$ cat src/rtl/fdc_meas_sequencer.sv
// Gated frequency counter: counts synchronized rising edges of sig_in over a
// power-of-two gate window, latches the count and streams it out as two bytes.
module fdc_meas_sequencer #(
    parameter int CNT_W       = 16,
    parameter int SYNC_STAGES = 2
) (
    input  logic             clk,
    input  logic             rst,
    input  logic             start,
    input  logic             abort,
    input  logic [2:0]       gate_sel,
    input  logic             sig_in,
    input  logic             out_ready,
    output logic             busy,
    output logic             done,
    output logic             ovf,
    output logic [CNT_W-1:0] result,
    output logic [7:0]       out_data,
    output logic             out_valid
);

    generate
        if (CNT_W > 16 || CNT_W < 1) begin : g_bad_cnt_w
            $error("fdc_meas_sequencer: CNT_W must be in 1..16");
        end
        if (SYNC_STAGES < 1) begin : g_bad_sync
            $error("fdc_meas_sequencer: SYNC_STAGES must be at least 1");
        end
    endgenerate

    typedef enum logic [2:0] {
        S_IDLE,
        S_ARM,
        S_GATE,
        S_LATCH,
        S_OUT_HI,
        S_OUT_LO
    } state_t;

    state_t                 r_state;
    state_t                 w_next;
    logic [SYNC_STAGES-1:0] r_sync;
    logic                   r_sync_prev;
    logic                   w_rise;
    logic [CNT_W-1:0]       r_count;
    logic                   r_ovf_int;
    logic [16:0]            r_timer;
    logic [17:0]            w_gate_len;
    logic [16:0]            w_timer_load;
    logic [15:0]            w_res16;

    // MSB of r_sync is the last synchronizer stage
    assign w_rise       = r_sync[SYNC_STAGES-1] & ~r_sync_prev;
    assign w_gate_len   = 18'd1 << (5'd10 + {2'b00, gate_sel});
    assign w_timer_load = 17'(w_gate_len - 18'd1);

    always_comb begin
        w_res16              = '0;
        w_res16[CNT_W-1:0]   = result;
    end

    always_ff @(posedge clk or posedge rst) begin
        if (rst) begin
            r_sync      <= '0;
            r_sync_prev <= 1'b0;
        end else begin
            r_sync      <= (r_sync << 1) | SYNC_STAGES'(sig_in);
            r_sync_prev <= r_sync[SYNC_STAGES-1];
        end
    end

    always_ff @(posedge clk or posedge rst) begin
        if (rst) begin
            r_state <= S_IDLE;
        end else begin
            r_state <= w_next;
        end
    end

    // Timer is loaded with length-1 in ARM so GATE lasts exactly the gate length
    always_ff @(posedge clk or posedge rst) begin
        if (rst) begin
            r_count   <= '0;
            r_ovf_int <= 1'b0;
            r_timer   <= '0;
            result    <= '0;
            ovf       <= 1'b0;
        end else begin
            case (r_state)
                S_ARM: begin
                    r_count   <= '0;
                    r_ovf_int <= 1'b0;
                    r_timer   <= w_timer_load;
                end
                S_GATE: begin
                    if (w_rise) begin
                        if (r_count == '1) begin
                            r_ovf_int <= 1'b1;
                        end else begin
                            r_count <= r_count + CNT_W'(1);
                        end
                    end
                    if (r_timer != '0) begin
                        r_timer <= r_timer - 17'd1;
                    end
                end
                S_LATCH: begin
                    result <= r_count;
                    ovf    <= r_ovf_int;
                end
                default: ;
            endcase
        end
    end

    always_comb begin
        w_next    = r_state;
        busy      = (r_state != S_IDLE);
        done      = 1'b0;
        out_valid = 1'b0;
        out_data  = '0;
        case (r_state)
            S_IDLE:  if (start) w_next = S_ARM;
            S_ARM:   w_next = S_GATE;
            S_GATE:  if (r_timer == '0) w_next = S_LATCH;
            S_LATCH: w_next = S_OUT_HI;
            S_OUT_HI: begin
                out_valid = 1'b1;
                out_data  = w_res16[15:8];
                if (out_ready) w_next = S_OUT_LO;
            end
            S_OUT_LO: begin
                out_valid = 1'b1;
                out_data  = w_res16[7:0];
                if (out_ready) begin
                    w_next = S_IDLE;
                    done   = ~abort;
                end
            end
            default: w_next = S_IDLE;
        endcase
        if (abort && r_state != S_IDLE) begin
            w_next = S_IDLE;
        end
    end

endmodule

$ cat config.mk
export PLATFORM = sky130hd
export DESIGN_NAME = fdc_meas_sequencer
export DESIGN_NICKNAME = d
export VERILOG_FILES = /design/src/rtl/fdc_meas_sequencer.sv
export SDC_FILE = /design/constraint.sdc
export NUM_CORES = 1
export LEC_CHECK = 0
export CAP_MARGIN = 30
export CELL_PAD_IN_SITES_DETAIL_PLACEMENT = 0
export CELL_PAD_IN_SITES_GLOBAL_PLACEMENT = 1
export CORE_MARGIN = 2
export CORE_UTILIZATION = 43
export DETAILED_ROUTE_END_ITERATION = 7
export PLACE_DENSITY_LB_ADDON = 0.25
export SYNTH_ARGS = -nofsm -noshare
export SYNTH_HDL_FRONTEND = slang
export SYNTH_SLANG_ARGS = --single-unit
$ cat constraint.sdc
create_clock -name clk -period 2.6 [get_ports clk]
set_input_delay 0.65 -clock clk [delete_from_list [all_inputs] [get_ports clk]]
set_output_delay 0.65 -clock clk [all_outputs]
set_load 0.01 [all_outputs]
# --- After elaboration in Yosys (flattened, before gate mapping) ---
# Index checks and enable logic that the tools add are counted.
# Widths: inputs -> output; s select.
op_classes:
  n_bitwise: 4
  n_reduce_logical: 11
  n_shift: 1
  add_sub_neg: 4
  n_eq_ne: 14
  mux: 18
op_table:
  columns: ["op", "count"]
  rows:
  - ["$pmux 17 s2", 1]
  - ["$sub 17x1->17 const B", 2]
  - ["$mux 16", 2]
  - ["$pmux 16 s2", 1]
  - ["$pmux 3 s6", 1]
  - ["$logic_not 17->1", 1]
  - ["$mux 17", 1]
  - ["$reduce_bool 17->1", 1]
  - ["$shl 1x5->17 const A", 1]
  - ["$add 16x1->16 const B", 1]
  - ["$eq 16x16->1 const B", 1]
  - ["$pmux 8 s2", 1]
  - ["$mux 3", 5]
  - ["$ne 3x3->1 const B", 4]
  - ["$ne 2x2->1 const B", 4]
  - ["$eq 3x2->1 const B", 2]
  - ["$eq 3x3->1 const B", 2]
  - ["$reduce_and 3->1", 2]
  - ["$add 4x3->5 const A", 1]
  - ["$mux 1", 5]
  - ["$reduce_and 4->1", 1]
  - ["$eq 3x1->1 const B", 1]
  - ["$logic_not 3->1", 1]
  - ["$reduce_bool 3->1", 1]
  - ["8 further kinds", 9]
word_totals:
  out_inout_bits: 28
  in_bits: 9
  ff_bits: 57
  wordCells: 60

# --- Longest topological paths before layout ---
# Gate-level depths: netlist of run 1.
depth:
  word_depth: 4
  mapped_depth: 12
  mapped_depth_nobuf: 8

# --- Least setup slack after synthesis of run 1 ---
# OpenSTA, ideal clock, no wires.
synth_path:
  path_kind: "register to register"
  startpoint: "register r_state[0]"
  endpoint: "register r_timer[16]"
  required_ns: 2.477
  setup_slack_ns: 0.199
  arrival_time_ns: 2.278
  synth_period_minus_slack_ns: 2.401
  path_buffers: 4
  stages_incl_launch_ff: 13
  setup_ns: 0.123
  path_cell_list: "dfrtp_1 buf_2 nor3b_2 buf_2 buf_1 nand2_1 ha_1 clkbuf_1 and3_1 a31oi_1 nand2_1 a31oi_1 a21oi_1"
synth_between:
  elab_chain_len: 3
  word_cells_on_any_way: 6
  classes_between: "eq/ne (3); mux (1); reduce/logical (2)"
synth_rtl:
  columns: ["item", "line_no", "text"]
  rows:
  - ["from (decl)", "40", "state_t r_state;"]
  - ["from (signal assigned)", "76", "r_state <= w_next;"]
  - ["$eq 3x2->1 or $eq 3x1->1 (tied branches)", "89", "case (r_state)"]
  - ["$ne 2x2->1 (no line) or $reduce_bool 2->1 (tied branches)", null, null]
  - ["$reduce_and 2->1 (no line)", null, null]
  - ["to (signal assigned)", "93", "r_timer <= w_timer_load;"]
  - ["to (signal assigned)", "104", "r_timer <= r_timer - 17'd1;"]
  - ["to (decl)", "47", "logic [16:0] r_timer;"]
# Parallel ways exist; a longest one is shown, timed or not.
# A chain may end at the register's enable or synchronous reset.

# --- Worst setup path after layout of run 1 ---
layout_path:
  startpoint: "register r_state[0]"
  endpoint: "output port busy"
layout_between:
  elab_chain_len: 1
layout_rtl:
  columns: ["item", "line_no", "text"]
  rows:
  - ["$reduce_bool 3->1", "118", "busy = (r_state != S_IDLE);"]
  - ["to (decl)", "14", "output logic busy,"]
# Every way passes these cells.

==> flow_summary.yaml, run 1 <==
floorplanning:
  rows: 31
  die-area_um2: 7990
  dieHeight_um: 89.4
  core_area_um2: 7140
  initial_utilization_pct: 43.9
  io_pins: 37
  floorplan.die.width_um: 89.4
sta:
  fin_tns_setup_ns: 0
  finalWorstSetupSlack_ns: 0.0838
  hold_violations: 0
  skew_ns: 0.00697
  slew_headroom_pct: 63.8
  hold_slack_ns: 0.355
  tightest_slew_ns: 0.538
  min_period_ns: 2.52
  max_freq_ghz: 0.397
  drv_slew: 0
  rsz0062_at_grt: "false"
  fin_crit_sh_pct: 96.8
  setup_viol: 0
power:
  power_density_nw_per_um2: 890
  p_leak_nw: 1.64
  peakVddDrop_mv: 0.394
  power_mw: 3.49
global_routing:
  grt_pass1_wl_um: 11800
  grt_pass1_vias: 2311
  grt_overflow: 0
  grtUsageTotal_pct: 19.6
  antenna_found_initial: 0
  grt_max_degree: 24
finish:
  nets: 393
  instances_no_fill: 485
  drive_gt1_share_pct: 16.1
  syn_to_final_growth_pct: 25.0
  final_common_cell: "dfrtp_1"
  diodes: 0
  most-common-layout-cells: "dfrtp_1, nor2_1, clkdlybuf4s50_1"
detailed_routing:
  wl_per_cell_um: 14.9
  first_iter_violations: 211
  ant_nets: 0
  viasPerCell: 5.41
  first_pass_iters: 4
  vias: 2626
  routed_wl_um: 7230
  drc_errors: 0
place:
  dp_slack_ns: 0.00552
  hpwlAfterDp_um: 5250
  portBuffers: 36
  place_inst: 469
  gp_congestion: 0.877
logic_synthesis:
  ys_types: 49
  syn_inst: 334
  seq_area_frac_synth_pct: 45.5
  synth-async-reset-ratio_pct: 100
  syn_avg_cell_area_um2: 9.38
  synth_warnings: 0
  syn-num-nets: 346
  synth-edff-count: 0
  ys_ff_latch: 57
  synth_ff_type: "dfrtp_1"
  netlist_area_um2: 3130
clock_network:
  clk_pin_slew_ns: 0.07
  htreeDepth: 3
  tritoncts: "done"
  cts_buffer_depth: 2
  worst_skew_pair.late_latency_ns: 0.34
  cts_root_buf: "clkbuf_8"
  numCtsBuffers: 9
  cts_sinks: 57
  post-cts-setup-buffers: 0
setup_path:
  path_class: "reg2out"
  rrSetupSlack_ns: 0.31
  end_kind: "output pin"
  crit_required_ns: 1.95
  arrival_ns: 1.87
  critPathMaxFanout: 11
  critPathLaunchType: "flip-flop"
hold_path:
  min_path_type: "reg2reg"
flow_run:
  max-cap-violations: 0
run_status:
  status: "finished clean"
-- critical path, stage by stage (launching register included) --
cell,delay [ns]
dfrtp_2,0.48
buf_12,0.18
or3_1,0.37
clkdlybuf4s50_1,0.50
-- metal layers --
metal	vias up	GRT usage, %	wire length [µm]
met2	76	26.6	3030
met5	-	0	0
met4	0	8.14	87
met3	6	4.43	461
li1	1297	-	-
met1	1247	29.8	3650
-- logic make-up (layout without fill, tap and decap cells) --
family	after synthesis	after routing	synth area share, %
flops	57	57	45.5
mux	29	29	9.94
xor+xnor	16	16	4.47
buf+inv	19	71	2.72
simple gates	140	140	22.7
compound gates	70	70	13.5
fa+ha+maj	3	3	1.20
-- registers in the layout, indices dropped and copies added (netlist names) --
signal	cells
r_count	16
r_ovf_int	1
result	16
r_sync_prev	1
r_state	3
r_sync	2
r_timer	17
ovf	1
-- cells in the mapped netlist, types with 3 or more instances --
cell type,instances,area [µm²]
o21ai_0,22,110
buf_2,5,25.0
nor2_1,43,161
o211ai_1,3,22.5
nand3_1,17,85.1
ha_1,3,37.5
inv_1,4,15.0
nand4_1,7,43.8
mux2i_1,12,120
xor2_1,14,123
dfrtp_1,57,1430
nand2b_1,4,25.0
clkbuf_1,7,26.3
nor3_1,11,55.1
a21oi_1,24,120
nand2_1,34,128
and3_1,3,18.8
mux2_2,17,191
o22ai_1,5,31.3
-- power by group --
group	total (mW)	switching [mW]	internal, mW
Sequential	1.26	0.217	1.04
Clock	0.937	0.390	0.547
Combinational	1.29	0.748	0.543
Total	3.49	1.35	2.13
-- layout make-up --
cell class                      instances  area [µm²]
Clock buffer                            9         124
Clock inverter                          7         103
Fill cell                             674        3220
Inverter                                4        15.0
Multi-Input combinational cell        258        1620
Sequential cell                        57        1430
Tap cell                               99         124
Timing Repair Buffer                   51         500
-- worst paths after layout --
kind                       cells after the start        from         end
max                                            3  r_state[0]        busy
min                                            0   r_sync[0]   r_sync[1]
max reg2reg                                    7  r_state[1]  r_count[6]
min reg2reg                                    0   r_sync[0]   r_sync[1]
max in group asynchronous                      3         rst  r_count[5]
min in group asynchronous                      2         rst  result[10]
-- repair_timing --
item	4_1_cts	5_1_grt
gates resized for setup	1	2
hold buffers	0	0
gates cloned	0	0
setup endpoints to repair	1	2
-- metrics by stage --
step                      utilization [%]  instance area, µm²
final                                54.9                3920
after global routing                 54.9                3920
after CTS                            54.8                3910
after detailed placement             51.6                3680
after global placement               51.6                3680
after floorplan                         -                3130
Note: power is estimated with default switching activity, not from simulation.
==> inputs of run 2 (changes only) <==
--- a/config.mk
+++ b/config.mk
@@ -5,7 +5,6 @@
 export SDC_FILE = /design/constraint.sdc
 export NUM_CORES = 1
 export LEC_CHECK = 0
-export CAP_MARGIN = 30
 export CELL_PAD_IN_SITES_DETAIL_PLACEMENT = 0
 export CELL_PAD_IN_SITES_GLOBAL_PLACEMENT = 1
 export CORE_MARGIN = 2
==> results of run 2 <==
Final layout, timing and power as in run 1 (identical DEF).
==> inputs of run 3 (changes only) <==
--- a/config.mk
+++ b/config.mk
@@ -7,9 +7,9 @@
 export LEC_CHECK = 0
 export CELL_PAD_IN_SITES_DETAIL_PLACEMENT = 0
 export CELL_PAD_IN_SITES_GLOBAL_PLACEMENT = 1
-export CORE_MARGIN = 2
 export CORE_UTILIZATION = 43
 export DETAILED_ROUTE_END_ITERATION = 7
+export MAX_ROUTING_LAYER = met4
 export PLACE_DENSITY_LB_ADDON = 0.25
 export SYNTH_ARGS = -nofsm -noshare
 export SYNTH_HDL_FRONTEND = slang
==> flow_summary.yaml, run 3 (synthesis gave the netlist of run 1 again) <==
setup_path:
  critPathMaxFanout: 10
  path_class: "reg2out"
  path_cells: "buf_4 -> mux2i_1 -> nor2_1 -> clkdlybuf4s50_1"
  crit_end: "out_data[5]"
  critPathLaunchType: "flip-flop"
  worst_path_largest_cell_delay_ns: 0.47
  reg2regPathDepth: 8
  reg2reg_to: "r_timer[14]"
  arrival_ns: 1.81
  rrSetupSlack_ns: 0.31
  end_kind: "output pin"
  crit_required_ns: 1.95
  cp_slowest_cell: "dfrtp_2"
  crit_start: "r_state[0]"
  reg2reg_from: "r_state[2]"
global_routing:
  antenna_found_initial: 0
  grt_overflow: 0
  grtUsageTotal_pct: 21.4
  grt_pass1_wl_um: 12100
  grt_max_degree: 58
  grt_pass1_vias: 2392
clock_network:
  worst_skew_pair.late_latency_ns: 0.33
  cts_buffer_depth: 2
  clk_pin_slew_ns: 0.06
  numCtsBuffers: 9
  cts_sinks: 57
  post-cts-setup-buffers: 0
  htreeDepth: 3
  cts_root_buf: "clkbuf_8"
  tritoncts: "done"
  cts-resized-gates: 3
  cts_hold_buf: 0
sta:
  rsz0062_at_grt: "false"
  tightest_slew_ns: 0.512
  max_freq_ghz: 0.407
  slew_headroom_pct: 65.9
  setup_viol: 0
  skew_ns: 0.00875
  fin_tns_setup_ns: 0
  hold_slack_ns: 0.349
  drv_slew: 0
  hold_violations: 0
  fin_crit_sh_pct: 94.5
  min_period_ns: 2.46
run_status:
  status: "finished clean"
detailed_routing:
  vias: 2602
  first_pass_iters: 7
  first_iter_violations: 174
  ant_nets: 0
  wl_per_cell_um: 14.9
  drc_errors: 0
  viasPerCell: 5.41
  routed_wl_um: 7150
finish:
  nets: 392
  post-route-util_pct: 56.9
  largest_register_ffs: 17
  final_common_cell: "dfrtp_1"
  diodes: 0
  syn_to_final_growth_pct: 25.5
  instances_no_fill: 481
  max_flop_register: "r_timer"
  most-common-layout-cells: "dfrtp_1, nor2_1, clkdlybuf4s50_1"
  drive_gt1_share_pct: 15.8
  top_regs: "r_timer x17, r_count x16, result x16"
floorplanning:
  floorplan.die.width_um: 87.4
  core_area_um2: 6910
  die-area_um2: 7630
  io_pins: 37
  dieHeight_um: 87.4
  initial_utilization_pct: 45.4
  rows: 30
hold_path:
  min_path_type: "reg2reg"
power:
  p_sw_share_pct: 36.7
  power_frac_seq_pct: 35.0
  power_mw: 3.62
  clockPowerShare_pct: 29.5
  peakVddDrop_mv: 0.431
  combPwrFrac_pct: 35.5
  p_int_mw: 2.29
  switchingPower_mw: 1.33
  p_leak_nw: 1.64
  power_density_nw_per_um2: 920
place:
  hpwlAfterDp_um: 5000
  place_inst: 465
  portBuffers: 36
  gp_congestion: 0.817
flow_run:
  max-cap-violations: 0
==> run 3: power by group through the flow <==
stage	clock network, mW	registers [mW]	logic [mW]
global placement	0	1.27	1.26
CTS	1.09	1.26	1.29
detailed placement	0	1.27	1.28
global route	1.13	1.29	1.45
floorplan	0	1.18	1.02
finish	1.07	1.27	1.28
==> run 3: how the worst min path moves through the flow <==
stage                          from        end  cells past startpoint
final                     r_sync[0]  r_sync[1]                      0
after detailed placement  r_sync[0]  r_sync[1]                      0
after global placement    r_sync[0]  r_sync[1]                      0
after CTS                 r_sync[0]  r_sync[1]                      0
after floorplan           r_sync[0]  r_sync[1]                      0
after global routing      r_sync[0]  r_sync[1]                      0
==> run 3: area by class of cell <==
cell class	instances	area [µm²]
Clock inverter	4	97.6
Tap cell	96	120
Timing Repair Buffer	50	477
Sequential cell	57	1430
Multi-Input combinational cell	258	1630
Fill cell	647	2980
Clock buffer	12	165
Inverter	4	15.0
==> run 3: metal layers <==
metal	vias to the layer above	wire, µm	track usage [%]
li1	1297	-	-
met1	1250	3720	30.8
met2	49	3080	30.3
met3	6	292	5.50
met4	0	61	4.47
met5	-	0	-
==> run 3: metrics by stage <==
stage	setup WS, ns	area, µm²
final	0.142	3930
after global routing	0.0377	3930
after CTS	0.0875	3930
after detailed placement	-0.0382	3660
after global placement	0.0158	3660
after floorplan	0.199	3130
==> run 3: worst max-delay path, delay by kind of cell (launching register included) <==
kind / cells / cell delay [ns]
multiplexers: 1 / 0.22
buffers and inverters: 2 / 0.74
AND/OR/NAND/NOR: 1 / 0.05
flip-flops: 1 / 0.47
